`config.mk`:
```
export PLATFORM = sky130hd
export DESIGN_NAME = cache_mem_sequencer
export DESIGN_NICKNAME = d
export VERILOG_FILES = /design/src/rtl/cache_mem_sequencer.sv
export SDC_FILE = /design/constraint.sdc
export NUM_CORES = 1
export LEC_CHECK = 0
export BUFFER_PORTS_ARGS = -buffer_cell sky130_fd_sc_hd__buf_2
export CAP_MARGIN = 15
export CORE_MARGIN = 2
export CORE_UTILIZATION = 40
export DETAILED_ROUTE_END_ITERATION = 7
export GPL_TIMING_DRIVEN = 0
export PLACE_DENSITY = 0.74
export SETUP_SLACK_MARGIN = 0.3
export SLEW_MARGIN = 15
export SYNTH_ARGS = -nofsm -noshare
export SYNTH_HDL_FRONTEND = slang
export SYNTH_SLANG_ARGS = --single-unit
```
`constraint.sdc`:
```
create_clock -name clk -period 3 [get_ports clk]
set_clock_uncertainty 0.1 [all_clocks]
set_input_delay 0.6 -clock clk [delete_from_list [all_inputs] [get_ports clk]]
set_output_delay 0.6 -clock clk [all_outputs]
set_load 0.1 [all_outputs]
```
`src/rtl/cache_mem_sequencer.sv`:
```
// cache_mem_sequencer
// Turns the cache's combinational miss / dirty-eviction flags into memory
// traffic on a single-port, variable-latency memory. An eviction is written
// back first, then the missed word is read and handed to the cache as a
// one-cycle fill pulse. The pipeline is stalled for the whole sequence.
//
// Ports:
//   clk, rst_n                      clock, asynchronous active-low reset
//   miss_req, fill_addr             cache read request and its address
//   evict_req, evict_addr/_data     cache dirty write-back request
//   fill_valid, fill_data           one-cycle fill pulse and returned word
//   stall                           freeze pipeline and cache inputs
//   mem_req/_we/_addr/_wdata        registered memory request, held until mem_ready
//   mem_ready, mem_rdata            memory completion and read data
//   err_timeout                     sticky memory-timeout flag
//   miss_count, wb_count            saturating refill / write-back counters
module cache_mem_sequencer #(
  parameter int DATA_WIDTH     = 32,
  parameter int ADDR_WIDTH     = 32,
  parameter int TIMEOUT_CYCLES = 255
) (
  input  logic                  clk,
  input  logic                  rst_n,
  input  logic                  miss_req,
  input  logic [ADDR_WIDTH-1:0] fill_addr,
  input  logic                  evict_req,
  input  logic [ADDR_WIDTH-1:0] evict_addr,
  input  logic [DATA_WIDTH-1:0] evict_data,
  output logic                  fill_valid,
  output logic [DATA_WIDTH-1:0] fill_data,
  output logic                  stall,
  output logic                  mem_req,
  output logic                  mem_we,
  output logic [ADDR_WIDTH-1:0] mem_addr,
  output logic [DATA_WIDTH-1:0] mem_wdata,
  input  logic                  mem_ready,
  input  logic [DATA_WIDTH-1:0] mem_rdata,
  output logic                  err_timeout,
  output logic [31:0]           miss_count,
  output logic [31:0]           wb_count
);

  localparam logic [1:0] S_IDLE      = 2'd0;
  localparam logic [1:0] S_WRITEBACK = 2'd1;
  localparam logic [1:0] S_REFILL    = 2'd2;
  localparam logic [1:0] S_DONE      = 2'd3;

  // The wait counter only has to reach TIMEOUT_CYCLES-1: the cycle in which
  // it holds that value is the last permitted wait cycle.
  localparam int CW = (TIMEOUT_CYCLES > 1) ? $clog2(TIMEOUT_CYCLES) : 1;
  localparam logic [CW-1:0] WAIT_LAST = CW'(TIMEOUT_CYCLES - 1);

  logic [1:0]            state;
  logic [ADDR_WIDTH-1:0] fill_addr_q;
  logic                  pending_miss;
  logic [CW-1:0]         wait_cnt;

  function automatic logic [31:0] sat_inc(input logic [31:0] v);
    return (v == 32'hFFFF_FFFF) ? v : v + 32'd1;
  endfunction

  // Combinational so the request cycle itself already freezes the pipeline.
  assign stall = (state != S_IDLE) | miss_req | evict_req;

  // NOTE: all state below is updated with non-blocking assignments so every
  // register samples the pre-edge values, independent of statement order.
  always_ff @(posedge clk or negedge rst_n) begin
    if (!rst_n) begin
      state        <= S_IDLE;
      fill_addr_q  <= '0;
      pending_miss <= 1'b0;
      wait_cnt     <= '0;
      fill_valid   <= 1'b0;
      fill_data    <= '0;
      mem_req      <= 1'b0;
      mem_we       <= 1'b0;
      mem_addr     <= '0;
      mem_wdata    <= '0;
      err_timeout  <= 1'b0;
      miss_count   <= '0;
      wb_count     <= '0;
    end else begin
      fill_valid <= 1'b0;
      case (state)
        S_IDLE: begin
          if (evict_req || miss_req) begin
            fill_addr_q  <= fill_addr;
            pending_miss <= miss_req;
            wait_cnt     <= '0;
            mem_req      <= 1'b1;
            if (miss_req) miss_count <= sat_inc(miss_count);
            if (evict_req) begin
              state     <= S_WRITEBACK;
              mem_we    <= 1'b1;
              mem_addr  <= evict_addr;
              mem_wdata <= evict_data;
              wb_count  <= sat_inc(wb_count);
            end else begin
              state    <= S_REFILL;
              mem_we   <= 1'b0;
              mem_addr <= fill_addr;
            end
          end
        end

        S_WRITEBACK: begin
          if (mem_ready) begin
            mem_we <= 1'b0;
            if (pending_miss) begin
              // Chain straight into the read; mem_req stays high.
              state    <= S_REFILL;
              mem_addr <= fill_addr_q;
              wait_cnt <= '0;
            end else begin
              state   <= S_DONE;
              mem_req <= 1'b0;
            end
          end else if (wait_cnt == WAIT_LAST) begin
            // Abort drops the pending refill; no fill pulse for a write abort.
            state        <= S_DONE;
            mem_req      <= 1'b0;
            mem_we       <= 1'b0;
            err_timeout  <= 1'b1;
            pending_miss <= 1'b0;
            fill_data    <= '0;
          end else begin
            wait_cnt <= wait_cnt + 1'b1;
          end
        end

        S_REFILL: begin
          // mem_ready is tested first so a completion on the timeout cycle wins.
          if (mem_ready) begin
            state      <= S_DONE;
            mem_req    <= 1'b0;
            fill_data  <= mem_rdata;
            fill_valid <= 1'b1;
          end else if (wait_cnt == WAIT_LAST) begin
            state        <= S_DONE;
            mem_req      <= 1'b0;
            err_timeout  <= 1'b1;
            pending_miss <= 1'b0;
            fill_data    <= '0;
            fill_valid   <= 1'b1;
          end else begin
            wait_cnt <= wait_cnt + 1'b1;
          end
        end

        S_DONE:  state <= S_IDLE;
        default: state <= S_IDLE;
      endcase
    end
  end

endmodule

```
* Yosys cells after proc, flatten, opt, wreduce, memory -nomap -nowiden
Cells that the tools add are included.
** Storage, ports and cells
- Bits in registers :: 207
- Bits in latches :: 0
- Memory bits (writable) :: 0
- Memory bits (read-only) :: 0
- Bits of input ports :: 133
- Memories kept :: 0
** Operators by class
- $add $sub $neg :: 3
- Multipliers :: 0
- Divide/modulo/power cells :: 0
- Order comparisons :: 0
- Equal/unequal tests :: 16
- Shifts and indexed selects :: 0
- Muxes and demuxes :: 39
- Bitwise operators :: 5
- Reduce and logical (&&, ||, !) cells :: 19
** Operators by type and width (number)
- two-way mux 32 bit :: 7
- case mux 32 bit (2 select lines) :: 2
- adder 32 x 1 -> 32 bit, second input constant :: 2
- equality test 32 bit, second input constant :: 2
- two-way mux 8 bit :: 5
- case mux 8 bit (3 select lines) :: 1
- AND reduction 4 bit :: 5
- two-way mux 1 bit :: 15
- != test 2 bit, second input constant :: 6
- AND reduction 3 bit :: 4
- two-way mux 2 bit :: 5
- != test 3 bit, second input constant :: 3
- adder 8 x 1 -> 8 bit, second input constant :: 1
- equality test 8 bit, second input constant :: 1
- case mux 2 bit (4 select lines) :: 1
- nonzero test 2 bit :: 4
- equality test 2 bit, second input constant :: 2
- case mux 1 bit (2 select lines) :: 2
- AND reduction 2 bit :: 2
- NOT 1 bit :: 3
- case mux 1 bit (3 select lines) :: 1
- nonzero test 3 bit :: 1
- equality test 2 x 1 -> 1 bit, second input constant :: 1
- logical NOT 2 bit :: 1
- 4 further kinds :: 5

* Longest topological paths before layout
Gate-level depths: netlist (run 1).
- Depth after elaboration :: 4
- Gate-level depth with buffers :: 10

* Least setup slack after synthesis (run 1)
No wires, ideal clock.
- Path type :: reg-to-reg
- Start :: register wb_count[17]
- End :: register wb_count[12]
- Library setup time :: 162 ps
- Data arrival time :: 2456 ps
- Required time :: 2738 ps
- Slack :: 283 ps
- Stages on the path, launching flop included :: 7
- Buffers on the path :: 1
- Period minus slack after synthesis :: 2717 ps
- Cell sequence :: dfrtp_1 > nand4_2 > or2_1 > buf_6 > or4_4 > and4b_1 > xor2_1
** Between the ends
- Cells in the longest elaborated chain, start to end :: 3
** Ends and longest elaborated chain
- start: declaration :: RTL line 40 : output logic [31:0] wb_count
- start signal: assignment :: RTL line 97 : wb_count <= sat_inc(wb_count);
- equality test 32 bit :: RTL line 59 : return (v == 32'hFFFF_FFFF) ? v : v + 32'd1;
- NOT 1 bit (no line)
- AND reduction 4 bit (no line)
Every way passes these cells.
A chain may end at the register's enable or synchronous reset.

* Worst setup path in the final report (run 1)
- Start :: register state[0]
- End :: output port stall
** Between the ends
- Cells in the longest elaborated chain, start to end :: 3
** Ends and longest elaborated chain
- start: declaration :: RTL line 53 : logic [1:0] state;
- start signal: assignment :: RTL line 69 : state <= S_IDLE;
- start signal: assignment :: RTL line 93 : state <= S_WRITEBACK;
- start signal: assignment :: RTL line 99 : state <= S_REFILL;
- nonzero test 2 bit :: RTL line 63 : assign stall = (state != S_IDLE) | miss_req | evict_req;
- OR 1 bit (2 in a row) :: RTL line 63
- end: declaration :: RTL line 31 : output logic stall,
Every way passes these cells.

==> results of run 1 <==
## how the worst max path moves through the flow
| stage | startpoint | endpoint | cells after the start |
|---|---|---|---|
| 3_3_place_gp | rst_n | wb_count[23]$_DFFE_PN0P_ | 1 |
| 3_5_place_dp | state[1]$_DFFE_PN0N_ | mem_wdata[19]$_DFFE_PN0P_ | 8 |
| 6_report | state[0]$_DFFE_PN0N_ | stall | 6 |
| 2_1_floorplan | wb_count[25]$_DFFE_PN0P_ | wb_count[12]$_DFFE_PN0P_ | 5 |
| 5_1_grt | state[0]$_DFFE_PN0N_ | wait_cnt[1]$_DFFE_PN0P_ | 11 |
| 4_1_cts | state[0]$_DFFE_PN0N_ | stall | 6 |
## layer usage
metal | GRT usage (%) | up-vias | routed length [um]
met2 | 32.9 | 250 | 11700
met4 | 5.02 | 0 | 513
met3 | 4.16 | 39 | 1630
met5 | 0 | - | 0
met1 | 24.6 | 3790 | 10200
li1 | - | 3796 | -
## cell families (layout without fill, tap and decap cells)
kind of cell,count (synthesis),count (layout),share of synthesized area [%]
and+or+nand+nor,353,353,17.9
DFF,207,207,55.3
AOI/OAI and AO/OA,150,150,10.1
muxes,69,69,7.90
buffers and inverters,57,401,2.51
xor gates and xnor gates,54,54,5.05
adders and majority gates,10,10,1.33
## cell usage after synthesis, types with 18 or more instances
| master | n | area share [%] |
|---|---|---|
| sky130_fd_sc_hd__xnor2_1 | 26 | 2.4 |
| sky130_fd_sc_hd__a21oi_1 | 48 | 2.6 |
| sky130_fd_sc_hd__o21ai_0 | 42 | 2.2 |
| sky130_fd_sc_hd__clkbuf_1 | 32 | 1.3 |
| sky130_fd_sc_hd__a22o_1 | 33 | 3.1 |
| sky130_fd_sc_hd__dfrtp_1 | 207 | 55 |
| sky130_fd_sc_hd__xor2_1 | 28 | 2.6 |
| sky130_fd_sc_hd__mux2_2 | 35 | 4.2 |
| sky130_fd_sc_hd__nor3_1 | 18 | 0.96 |
| sky130_fd_sc_hd__nor2_1 | 57 | 2.3 |
| sky130_fd_sc_hd__nand2_1 | 164 | 6.6 |
| sky130_fd_sc_hd__mux2i_1 | 32 | 3.4 |
| sky130_fd_sc_hd__nand4_1 | 20 | 1.3 |
| sky130_fd_sc_hd__nand3_1 | 31 | 1.7 |
## sequential cells by signal (all words and copies together) (netlist names)
name	flops
err_timeout	1
fill_addr_q	32
fill_data	32
fill_valid	1
mem_addr	32
mem_req	1
mem_wdata	32
mem_we	1
miss_count	32
pending_miss	1
state	2
wait_cnt	8
wb_count	32
## cell type report
class                   count  area [um^2]  share of cell area (%)
flip-flops and latches    207         5190                    42.3
clock inverters            11          161                    1.32
well taps                 319          399                    3.26
inverters                  10         37.5                   0.306
clock buffers              33          716                    5.84
plain buffers              47          213                    1.74
repair buffers            300         1570                    12.8
multi-input cells         636         3970                    32.4
## repair_timing
action,in CTS,in global routing
hold buffers,1,0
endpoints found under the setup margin,14,54
endpoints found under the hold margin,2,0
resized for setup,4,23
buffers inserted,1,0
## through the flow
stage	setup slack (ns)	std cells	total power, mW	TNS [ns]	cell area [um^2]
detailed placement	0.108	1517	12.5	0	11300
floorplan	0.307	900	10.9	0	9380
global placement	-2.65	1515	12.4	-471.56	11300
finish	0.420	1563	15.6	0	12300
global route	0.306	1563	16.4	0	12300
CTS	0.199	1563	15.8	0	12200
## worst max-delay path: cells and delay by family, from the launching register on
kind / cells / cell delay (ns)
adders and majority gates: 1 / 0.15
and+or+nand+nor: 1 / 0.24
buffers and inverters: 4 / 0.56
DFF: 1 / 0.42
## power by group through the flow
stage / clock (mW) / sequential (mW) / combinational (mW)
finish: 3.17 / 4.24 / 8.22
global route: 3.35 / 4.35 / 8.72
CTS: 3.25 / 4.24 / 8.27
detailed placement: 0 / 4.27 / 8.26
global placement: 0 / 4.24 / 8.14
floorplan: 0 / 8.83 / 2.07
==> Implementation_results.wiki, run 1 <==
{| class="wikitable"
! Metric !! Value
|-
| Area enclosed by the die boundary || 24700 um^2
|-
| CTS tree || built
|-
| Maximum fanout count along the critical path || 8
|-
| F_max || 0.388 GHz
|-
| Highest-delay cell along the critical path || sky130_fd_sc_hd__dfrtp_1
|-
| Status || complete, no violations
|-
| P per Cell Area || 1280 nW/um^2
|-
| Pre-antenna DRT Iters || 4
|-
| Drt via density || 5.04
|-
| Setup repair after global routing missed its margin || no
|-
| Final-stage net count || 1369
|-
| Worst hold path cell count || 3
|-
| Endpoints failing hold || 0
|-
| Initial core utilization || 40.3%
|-
| Final Hold Slack || 0.186 ns
|-
| DRC violations left || 0
|-
| Synth Instances || 900
|-
| Worst slew margin relative to its limit || 44.4%
|-
| Routability cong. || 0.788
|-
| Detailed Route WL || 24.1 mm
|-
| Switching share of power || 53.0%
|-
| Min cycle time layout || 2.58 ns
|-
| Total of warnings raised by yosys || 0
|-
| Most common cell after layout, fill and taps aside || sky130_fd_sc_hd__buf_2
|-
| Capture point of the worst reg-to-reg path || miss_count[13]$_DFFE_PN0P_
|-
| Reg2Reg Launch Point || state[0]$_DFFE_PN0N_
|-
| Net count after synthesis || 1043
|-
| Sequential share of the synthesized area || 55.3%
|-
| Core Box Area || 23300 um^2
|-
| Clock share of power || 20.3%
|-
| Commonest non-fill, non-tap cells in the layout || 300 x sky130_fd_sc_hd__buf_2, 202 x sky130_fd_sc_hd__dfrtp_1, 164 x sky130_fd_sc_hd__nand2_1
|-
| Area growth from synthesis to layout || 30.7%
|-
| Number of max-slew violations in the final report || 0
|-
| Worst vdd ir || 0.917 mV
|-
| End-of-flow core utilization || 52.7%
|-
| CP arrival || 1.88 ns
|-
| Clock Pin Slew Worst Setup and Hold Paths || 0.06 ns
|-
| Final critical-path share of the clock period || 86.0%
|-
| Number of H-tree levels || 1
|-
| WHS Endpoint || mem_wdata[15]$_DFFE_PN0P_
|-
| Slew @ Worst Pin || 0.826 ns
|-
| Residual antenna-violating net count after detailed routing || 0
|-
| Vias in the first global route || 7698
|-
| Worst reg-to-reg path cell count || 8
|-
| Number of inserted diodes || 0
|-
| Sequence of cells on the critical path || inv_2 > ha_1 > clkbuf_4 > nor3b_4 > inv_2 > buf_8
|-
| Worst hold path class || in -> reg
|-
| Startpoint of the worst hold path || evict_data[15]
|-
| Async set-or-reset flop fraction in the synthesized netlist || 100%
|-
| Number of buffers on the longest clock path || 3
|-
| Switching power || 8.29 mW
|-
| Worst setup path class || reg -> out
|-
| Syn avg cell area || 10.4 um^2
|-
| CTS buffer count || 24
|-
| Count of flip-flops with a built-in enable after synthesis || 0
|-
| Via count of the routed design || 7875
|-
| IO Count || 298
|-
| Root buf cell || sky130_fd_sc_hd__clkbuf_16
|-
| Chip Height || 157 um
|-
| Antenna violations before repair || 0
|-
| All-layer global routing usage || 19.1%
|-
| Most frequent cell on the critical path || sky130_fd_sc_hd__inv_2
|-
| Post-Synthesis Cell Area || 9370 um^2
|-
| Launching element type of the critical path || flop
|-
| Max cap viols || 0
|-
| Port Buffers || 296
|-
| Fraction of power consumed by sequential logic || 27.1%
|-
| Width of the chip || 157 um
|-
| Critical path endpoint category || output port
|-
| Grt ovf || 0
|-
| Wire length of the first global-routing pass || 38.6 mm
|-
| Layout cell share with drive strength beyond 1 || 33.4%
|-
| Netlist cell types || 57
|-
| Drt wl/cell || 15.4 um
|-
| Filler cell count || 2131
|-
| Insertion delay to the later sink of the worst-skew pair || 0.51 ns
|-
| Required time of the critical path || 2.30 ns
|-
| Leakage dissipation || 6.26 nW
|-
| Number of storage elements in the synthesis netlist || 207
|-
| Internal power || 7.35 mW
|-
| Starting DRC count in detailed routing || 442
|-
| HPWL after detailed placement || 17.2 mm
|-
| Delay of the slowest critical-path stage || 0.42 ns
|-
| Most used DFF post-synth || sky130_fd_sc_hd__dfrtp_1
|-
| Clock sink total || 207
|-
| # rows || 56
|-
| R2R setup slack || 0.50 ns
|-
| Largest net degree at the start of global routing || 104
|-
| Finish-stage setup viols || 0
|-
| Gate power share || 52.6%
|}
No activity file was read; power rests on OpenSTA's default activity.
==> run 2: changes to the inputs <==
--- a/config.mk
+++ b/config.mk
@@ -8,10 +8,10 @@
 export BUFFER_PORTS_ARGS = -buffer_cell sky130_fd_sc_hd__buf_2
 export CAP_MARGIN = 15
 export CORE_MARGIN = 2
-export CORE_UTILIZATION = 40
+export CORE_UTILIZATION = 50
 export DETAILED_ROUTE_END_ITERATION = 7
 export GPL_TIMING_DRIVEN = 0
-export PLACE_DENSITY = 0.74
+export PLACE_DENSITY = 0.88
 export SETUP_SLACK_MARGIN = 0.3
 export SLEW_MARGIN = 15
 export SYNTH_ARGS = -nofsm -noshare
==> Implementation_results.wiki, run 2 (synthesis gave the netlist of run 1 again) <==
{| class="wikitable"
! Metric !! Value
|-
| Starting DRC count in detailed routing || 464
|-
| # rows || 50
|-
| Worst slew margin relative to its limit || 44.3%
|-
| Width of the chip || 141 um
|-
| Number of inserted diodes || 0
|-
| Final cell area excluding filler cells || 12000 um^2
|-
| Status || complete, no violations
|-
| Via count of the routed design || 8013
|-
| Finish-stage setup viols || 0
|-
| Required time of the critical path || 2.30 ns
|-
| Clock sink total || 207
|-
| Most common cell after layout, fill and taps aside || sky130_fd_sc_hd__buf_2
|-
| Chip Height || 141 um
|-
| Worst setup path class || reg -> out
|-
| Detailed Route WL || 24.3 mm
|-
| Critical path endpoint category || output port
|-
| Port Buffers || 296
|-
| Final Hold Slack || 0.00520 ns
|-
| Insertion delay to the later sink of the worst-skew pair || 0.50 ns
|-
| R2R setup slack || 0.45 ns
|-
| Root buf cell || sky130_fd_sc_hd__clkbuf_16
|-
| Drt via density || 5.44
|-
| P per Cell Area || 1280 nW/um^2
|-
| Grt ovf || 0
|-
| Initial core utilization || 50.5%
|-
| Clock Pin Slew Worst Setup and Hold Paths || 0.06 ns
|-
| Leakage dissipation || 6.17 nW
|-
| Largest net degree at the start of global routing || 106
|-
| Worst hold path class || in -> async
|-
| Delay of the slowest critical-path stage || 0.44 ns
|-
| Worst reg-to-reg path cell count || 9
|-
| All-layer global routing usage || 23.9%
|-
| Max cap viols || 0
|-
| CTS tree || built
|-
| CP arrival || 1.86 ns
|-
| Worst-case setup margin in the final layout || 0.438 ns
|-
| F_max || 0.390 GHz
|-
| IO Count || 298
|-
| CTS buffer count || 23
|-
| Final-stage net count || 1366
|-
| Vias in the first global route || 7932
|-
| Setup WS pre-CTS || 0.258 ns
|-
| Number of max-slew violations in the final report || 0
|-
| Sequence of cells on the critical path || inv_1 > ha_1 > buf_4 > nor3b_4 > inv_2 > buf_8
|-
| Routability cong. || 0.805
|-
| Area growth from synthesis to layout || 28.0%
|-
| Maximum fanout count along the critical path || 8
|-
| Worst vdd ir || 0.914 mV
|-
| Number of H-tree levels || 1
|-
| Area enclosed by the die boundary || 19900 um^2
|-
| Commonest non-fill, non-tap cells in the layout || 300 x sky130_fd_sc_hd__buf_2, 202 x sky130_fd_sc_hd__dfrtp_1, 164 x sky130_fd_sc_hd__nand2_1
|-
| Final critical-path share of the clock period || 85.4%
|-
| Reg2Reg Launch Point || state[0]$_DFFE_PN0N_
|-
| Layout cell share with drive strength beyond 1 || 32.5%
|-
| End of the critical path || stall
|-
| Endpoints failing hold || 0
|-
| Total instance count after detailed placement || 1431
|-
| Setup repair after global routing missed its margin || no
|-
| Highest-delay cell along the critical path || sky130_fd_sc_hd__dfrtp_2
|-
| Drt wl/cell || 16.5 um
|-
| Pre-antenna DRT Iters || 5
|-
| Residual antenna-violating net count after detailed routing || 0
|-
| Launching element type of the critical path || flop
|-
| Min cycle time layout || 2.56 ns
|-
| Capture point of the worst reg-to-reg path || mem_addr[14]$_DFFE_PN0P_
|-
| Core Box Area || 18600 um^2
|-
| Antenna violations before repair || 0
|-
| Cell area reported after detailed placement || 11200 um^2
|-
| Slew @ Worst Pin || 0.828 ns
|-
| Count of placed standard cells in the final layout, fillers left out || 1473
|-
| Launch point of the worst path || state[1]$_DFFE_PN0N_
|-
| HPWL after detailed placement || 17.5 mm
|-
| DRC violations left || 0
|-
| Wire length of the first global-routing pass || 39.1 mm
|-
| Number of buffers on the longest clock path || 3
|}
-- run 2: cell count changes in the layout (fill, tap and decap cells not counted), moves of 2 or more --
cell / before / now
sky130_fd_sc_hd__bufinv_16: 4 / 2
sky130_fd_sc_hd__clkinv_2: 5 / 2
sky130_fd_sc_hd__clkbuf_16: 25 / 23
sky130_fd_sc_hd__clkbuf_1: 26 / 33
sky130_fd_sc_hd__clkbuf_2: 8 / 3
-- run 2: power by group --
part	internal (mW)	total (mW)	leakage [nW]	switching [mW]
combinational	1.61	8.27	3.17	6.65
clock	1.75	2.85	0.376	1.10
sequential	3.71	4.25	2.63	0.536
total	7.08	15.4	6.17	8.29
-- run 2: worst max-delay path, delay by kind of cell (launching register included) --
kind          cells  cell delay (ns)
fa+ha+maj         1             0.15
buf+inv           4             0.54
flops             1             0.44
simple gates      1             0.24
-- run 2: timing repair --
item | CTS | global route
hold buffers | 0 | 0
gates cloned | 0 | 0
resized for setup | 5 | 13
endpoints found under the setup margin | 15 | 47
setup buffers | 1 | 0
pin swaps | 0 | 0
-- run 2: worst min path at each step --
stage                                 to  depth (start not counted)               startpoint
2_1_floorplan    err_timeout$_DFFE_PN0P_                          0                    rst_n
5_1_grt         wb_count[28]$_DFFE_PN0P_                          1                    rst_n
6_report       mem_wdata[24]$_DFFE_PN0P_                          1                    rst_n
3_3_place_gp     err_timeout$_DFFE_PN0P_                          1  err_timeout$_DFFE_PN0P_
4_1_cts         wb_count[28]$_DFFE_PN0P_                          1                    rst_n
3_5_place_dp     err_timeout$_DFFE_PN0P_                          1  err_timeout$_DFFE_PN0P_
-- run 2: layout make-up --
type	instances	area, um^2
inverters	10	37.5
multi-input cells	636	3970
well taps	234	293
flip-flops and latches	207	5190
clock buffers	35	691
clock inverters	6	85.1
fillers	1469	6580
repair buffers	298	1540
plain buffers	47	206
-- run 2: metal layers --
layer,up-vias,share of wire [%],global-route usage (%)
li1,3780,-,-
met1,3876,39,28.8
met2,309,50,42.3
met3,48,7.4,5.57
met4,0,2.8,8.00
met5,-,0,0
-- run 2: per-stage QoR --
step	utilization [%]	power (mW)	TNS, ns
floorplan	-	10.9	0
global placement	60.0	12.3	-449.81
detailed placement	60.2	12.5	0
CTS	64.5	15.4	0
global route	64.6	16.1	0
finish	64.6	15.4	0
